==> config.mk <==
export PLATFORM = sky130hd
export DESIGN_NAME = sweep_controller
export DESIGN_NICKNAME = d
export VERILOG_FILES = /design/src/rtl/sweep_controller.sv
export SDC_FILE = /design/constraint.sdc
export NUM_CORES = 1
export LEC_CHECK = 0
export BUFFER_PORTS_ARGS = -buffer_cell sky130_fd_sc_hd__buf_2
export CORE_ASPECT_RATIO = 0.75
export CORE_UTILIZATION = 41
export DETAILED_ROUTE_END_ITERATION = 12
export GPL_ROUTABILITY_DRIVEN = 0
export PLACE_DENSITY_LB_ADDON = 0.08
export SYNTH_ARGS = -nofsm -noshare
export SYNTH_HDL_FRONTEND = slang
export SYNTH_SLANG_ARGS = --single-unit
==> constraint.sdc <==
create_clock -name clk -period 12.8 [get_ports clk]
set_clock_uncertainty 0.1 [all_clocks]
set_input_delay 2.56 -clock clk [delete_from_list [all_inputs] [get_ports clk]]
set_output_delay 2.56 -clock clk [all_outputs]
set_load 0.02 [all_outputs]
==> src/rtl/sweep_controller.sv <==
// sweep_controller
//   Produces the ena step strobes for the X and Y triangle generators of the
//   etch-a-sketch datapath. Each axis has a programmable rate prescaler. A
//   run/pause/step/abort command FSM gates the sweep. An optional frame limit
//   ends the sweep after a fixed number of full X triangle periods.
//
// Parameters
//   N      width of the driven triangle generators (X period = 2*(2**N-1) strobes)
//   DIV_W  prescaler divisor width
//   FR_W   frame-count width
//
// Ports
//   clk     clock, all logic on posedge
//   rst     asynchronous active-low reset
//   start   begin sweep (IDLE) or resume (PAUSE)
//   stop    pause sweep (RUN -> PAUSE)
//   step    one strobe on both axes while paused
//   abort   return to IDLE from any state
//   div_x   X strobe period minus 1, latched on start from IDLE
//   div_y   Y strobe period minus 1, latched on start from IDLE
//   frames  X periods to run, latched on start from IDLE (0 = forever)
//   ena_x   registered one-cycle X step strobe
//   ena_y   registered one-cycle Y step strobe
//   busy    high in RUN or PAUSE
//   done    one-cycle pulse when the frame limit is reached
//   state   IDLE=0, RUN=1, PAUSE=2, DONE=3
module sweep_controller #(
  parameter int N     = 8,
  parameter int DIV_W = 16,
  parameter int FR_W  = 8
) (
  input  logic             clk,
  input  logic             rst,
  input  logic             start,
  input  logic             stop,
  input  logic             step,
  input  logic             abort,
  input  logic [DIV_W-1:0] div_x,
  input  logic [DIV_W-1:0] div_y,
  input  logic [FR_W-1:0]  frames,
  output logic             ena_x,
  output logic             ena_y,
  output logic             busy,
  output logic             done,
  output logic [1:0]       state
);

  // Wide enough to hold frames*PERIOD for the largest frames value.
  localparam int PC_W = FR_W + N + 1;
  localparam logic [PC_W-1:0] PERIOD = PC_W'(2 * ((1 << N) - 1));

  typedef enum logic [1:0] {
    IDLE  = 2'd0,
    RUN   = 2'd1,
    PAUSE = 2'd2,
    DONE  = 2'd3
  } state_t;

  typedef enum logic [2:0] {
    C_NONE,
    C_ABORT,
    C_STOP,
    C_STEP,
    C_START
  } cmd_t;

  state_t           st;
  cmd_t             cmd;
  logic [DIV_W-1:0] div_x_q;
  logic [DIV_W-1:0] div_y_q;
  logic [FR_W-1:0]  frames_q;
  logic [DIV_W-1:0] cnt_x;
  logic [DIV_W-1:0] cnt_y;
  logic [PC_W-1:0]  pulse_cnt;
  logic [PC_W-1:0]  pulse_inc;
  logic [PC_W-1:0]  limit;
  logic             hit_x;
  logic             hit_y;
  logic             hit_limit;

  // Only one command is acted on per cycle.
  always_comb begin
    cmd = C_NONE;
    if (abort)      cmd = C_ABORT;
    else if (stop)  cmd = C_STOP;
    else if (step)  cmd = C_STEP;
    else if (start) cmd = C_START;
  end

  always_comb begin
    hit_x     = (cnt_x == div_x_q);
    hit_y     = (cnt_y == div_y_q);
    pulse_inc = pulse_cnt + PC_W'(1);
    limit     = PC_W'(frames_q) * PERIOD;
    // Evaluated against the count this strobe will produce, so the final
    // strobe and the done pulse leave on the same edge.
    hit_limit = (frames_q != '0) && (pulse_inc == limit);
  end

  assign state = st;

  always_ff @(posedge clk or negedge rst) begin
    if (!rst) begin
      st        <= IDLE;
      ena_x     <= 1'b0;
      ena_y     <= 1'b0;
      busy      <= 1'b0;
      done      <= 1'b0;
      div_x_q   <= '0;
      div_y_q   <= '0;
      frames_q  <= '0;
      cnt_x     <= '0;
      cnt_y     <= '0;
      pulse_cnt <= '0;
    end else begin
      ena_x <= 1'b0;
      ena_y <= 1'b0;
      done  <= 1'b0;
      case (st)
        IDLE: begin
          if (cmd == C_START) begin
            st        <= RUN;
            busy      <= 1'b1;
            div_x_q   <= div_x;
            div_y_q   <= div_y;
            frames_q  <= frames;
            cnt_x     <= '0;
            cnt_y     <= '0;
            pulse_cnt <= '0;
          end
        end

        RUN: begin
          if (cmd == C_ABORT) begin
            st   <= IDLE;
            busy <= 1'b0;
          end else if (cmd == C_STOP) begin
            st <= PAUSE;
          end else begin
            cnt_x <= hit_x ? '0 : cnt_x + DIV_W'(1);
            cnt_y <= hit_y ? '0 : cnt_y + DIV_W'(1);
            ena_x <= hit_x;
            ena_y <= hit_y;
            if (hit_x) begin
              pulse_cnt <= pulse_inc;
              if (hit_limit) begin
                st   <= DONE;
                busy <= 1'b0;
                done <= 1'b1;
              end
            end
          end
        end

        PAUSE: begin
          case (cmd)
            C_ABORT: begin
              st   <= IDLE;
              busy <= 1'b0;
            end
            // Step strobes both axes without touching the prescalers.
            C_STEP: begin
              ena_x     <= 1'b1;
              ena_y     <= 1'b1;
              pulse_cnt <= pulse_inc;
              if (hit_limit) begin
                st   <= DONE;
                busy <= 1'b0;
                done <= 1'b1;
              end
            end
            C_START: st <= RUN;
            default: ;
          endcase
        end

        DONE: begin
          st <= IDLE;
        end

        default: begin
          st   <= IDLE;
          busy <= 1'b0;
        end
      endcase
    end
  end

endmodule

==> impl_metrics.yaml <==
detailed_routing:
  dr_total_vias: 4954
  viasPerCell: 5.28
  route.detailed.drc: 0
  first_iter_violations: 301
  avgRoutedWirePerCell_microns: 16.1
  firstDrtPassIters: 5
  postRouteAntennaNets: 0
  wirelength_microns: 15100
floorplanning:
  die-area_sq_um: 17200
  coreArea_sq_um: 16200
  fp-row-count: 40
  start_util: 0.424
  die_w_microns: 151
  die_y_microns: 114
  io_pins: 52
finish:
  drive_above_1_share: 0.167
  antenna_cells: 0
  nNetsFinal: 846
  design_area_sq_um: 7580
  nFillCells: 1533
  areaGrowthSynthToFinish_pct: 10.6
synth:
  synthDistinctLibCells: 60
  ys.warnings.count: 0
  synth_area_sq_um: 6850
  ys_dominant_reg_cell: "dfrtp_1"
  synth-edff-count: 0
  syn_inst: 686
  avgSynthCellArea_sq_um: 9.99
  synth-seq-cells: 95
  synth_top_area_frac: 0.347
  yosys.area.top_type: "dfrtp_1"
  syn-num-nets: 808
  yosysSeqAreaShare: 0.347
  synthTopCellsByArea: "dfrtp_1 35%, fa_1 8.8%, ha_1 8.4%"
  async_flop_share: 1.00
grt:
  grt_antenna_before_repair: 0
  grt_start_max_net_pins: 76
  grt_use_total: 0.190
  grt.overflow.total: 0
  grt_pass1_wl_microns: 25400
  grt_pass1_vias: 4921
critical_path:
  critical_path_buf_inv_count: 3
  critPathArrivalTime_ns: 5.42
  path_cells: "buf_2 > nor4b_1 > inv_1 > a221oi_1 > nand3_1 > inv_1 > nand2_1 > o41ai_1"
  cp_slowest_cell: "nor4b_1"
  reg2regPathDepth: 15
  end_kind: "flip-flop"
  cp_common_cell: "inv_1"
  setup.worst_path.start_class: "input port"
  critical_path_class: "in2reg"
  crit_fanout: 20
  crit_required_ns: 12.93
  critPathTopFamily: "simple AND/OR/NAND/NOR gates"
  cp_slowest_stage_delay_ns: 0.72
  path_depth: 8
placement:
  dpl_cell_area_sq_um: 7250
  io_buffers: 51
  hpwl_microns: 11700
clock_network:
  root_buffer: "clkbuf_16"
  cts_resized: 0
  clk_latency_ns: 0.35
  post_cts_buffers: 0
  cts_tree: "built"
  cts.sinks: 95
  clk_pin_slew_worst_paths_ns: 0.06
  htreeDepth: 3
  numCtsBuffers: 9
  holdBufCountCts: 0
  cts.path.max_buffers: 2
job:
  drv_cap: 0
min_path:
  hold-path-cell-count: 1
  min_path_type: "reg2reg"
timing:
  tightest_slew_ns: 0.995
  finalHoldViolations: 0
  fmax_mhz: 189
  drv_slew: 0
  setup_viol: 0
  slew_headroom: 0.337
  rsz0062_at_grt: "false"
  tns_ns: 0
  fin_crit_ns: 5.29
  fin_crit_sh: 0.413
run_status:
  run_status: "finished, final reports clean"
routing by layer:
metal,part of all wire,vias up,GRT usage
met5,0,-,0
met4,0.0094,0,0.0467
met3,0.036,13,0.0344
met2,0.41,82,0.266
met1,0.54,2414,0.295
li1,-,2445,-
path summary, 6_finish.rpt:
check,startpoint,end,slack [ns]
max,stop,pulse_cnt[5]$_DFFE_PN0P_,7.51
min,div_y_q[15]$_DFFE_PN0P_,div_y_q[15]$_DFFE_PN0P_,0.43
max reg2reg,frames_q[0]$_DFFE_PN0P_,busy$_DFFE_PN0P_,7.52
min reg2reg,div_y_q[15]$_DFFE_PN0P_,div_y_q[15]$_DFFE_PN0P_,0.43
max in group asynchronous,rst,pulse_cnt[11]$_DFFE_PN0P_,9.33
min in group asynchronous,rst,frames_q[6]$_DFFE_PN0P_,1.99
synth_stat cells, drive strengths merged (2+ instances only):
cell type	instances
dfrtp	95
inv	59
xor2	55
o21ai	47
ha	46
nor2	44
mux2	40
nand2	40
fa	30
xnor2	30
a21oi	25
nand3	23
clkbuf	17
nand4	17
nor4	13
o31ai	11
nor3	10
or3	10
a31oi	9
buf	8
nand2b	8
a21o	5
and2	4
and4	4
or4	4
and3	3
nand3b	3
a21boi	2
a221oi	2
a31o	2
nor2b	2
o211a	2
o211ai	2
o21a	2
cell usage in the layout, fill, tap and decap left out, drive strengths merged, types with 3 or more instances in the layout:
master	count
a21o	5
a21oi	25
a31oi	9
and2	4
and3	3
and4	4
buf	52
clkbuf	10
dfrtp	95
fa	30
ha	46
inv	61
mux2	40
nand2	40
nand2b	8
nand3	23
nand3b	3
nand4	17
nor2	44
nor3	10
nor4	13
o21ai	47
o31ai	11
or3	10
or4	4
xnor2	30
xor2	55
cells by family after synthesis:
kind of cell / count (synthesis) / share of synthesized area
AOI/OAI and AO/OA: 118 / 0.104
DFF: 95 / 0.347
buffers and inverters: 84 / 0.0520
muxes: 41 / 0.0672
adders and majority gates: 76 / 0.172
xor gates and xnor gates: 85 / 0.110
and+or+nand+nor: 187 / 0.149
stage by stage:
step	hold WS, ns	worst slack, ns	utilization	std cells
after detailed placement	0.417	7.25	0.448	923
after floorplan	0.370	7.96	-	686
after global routing	0.455	7.23	0.469	939
after global placement	0.412	7.46	0.448	923
final	0.430	7.51	0.469	939
after CTS	0.432	7.48	0.469	939
state kept, by name, indices dropped and copies added (netlist names), 2 cells and up:
name       flops
cnt_x         16
pulse_cnt     17
state          2
div_y_q       16
cnt_y         16
div_x_q       16
frames_q       8
worst reg2reg max path: stages (launching register included):
cell and delay, ns:
dfrtp_1 0.50, fa_1 0.67, inv_1 0.08, fa_1 0.49, fa_1 0.53, fa_1 0.55, inv_1 0.05, ha_1 0.36
nand3_1 0.11, nand2_1 0.09, a221oi_1 0.38, o21ai_0 0.15, a21oi_1 0.19, xnor2_1 0.10, or4_4 0.58, a31o_1 0.24
final cells by class:
class,instances,area (sq um),share of cell area
well taps,210,263,0.0347
clock inverters,6,90.1,0.0119
multi-input cells,507,4120,0.544
repair buffers,52,265,0.0350
flip-flops and latches,95,2380,0.314
clock buffers,10,239,0.0315
inverters,59,221,0.0292
Power is not shown: default switching activity piles up to over one toggle a cycle in this logic, so the estimate is an artifact.
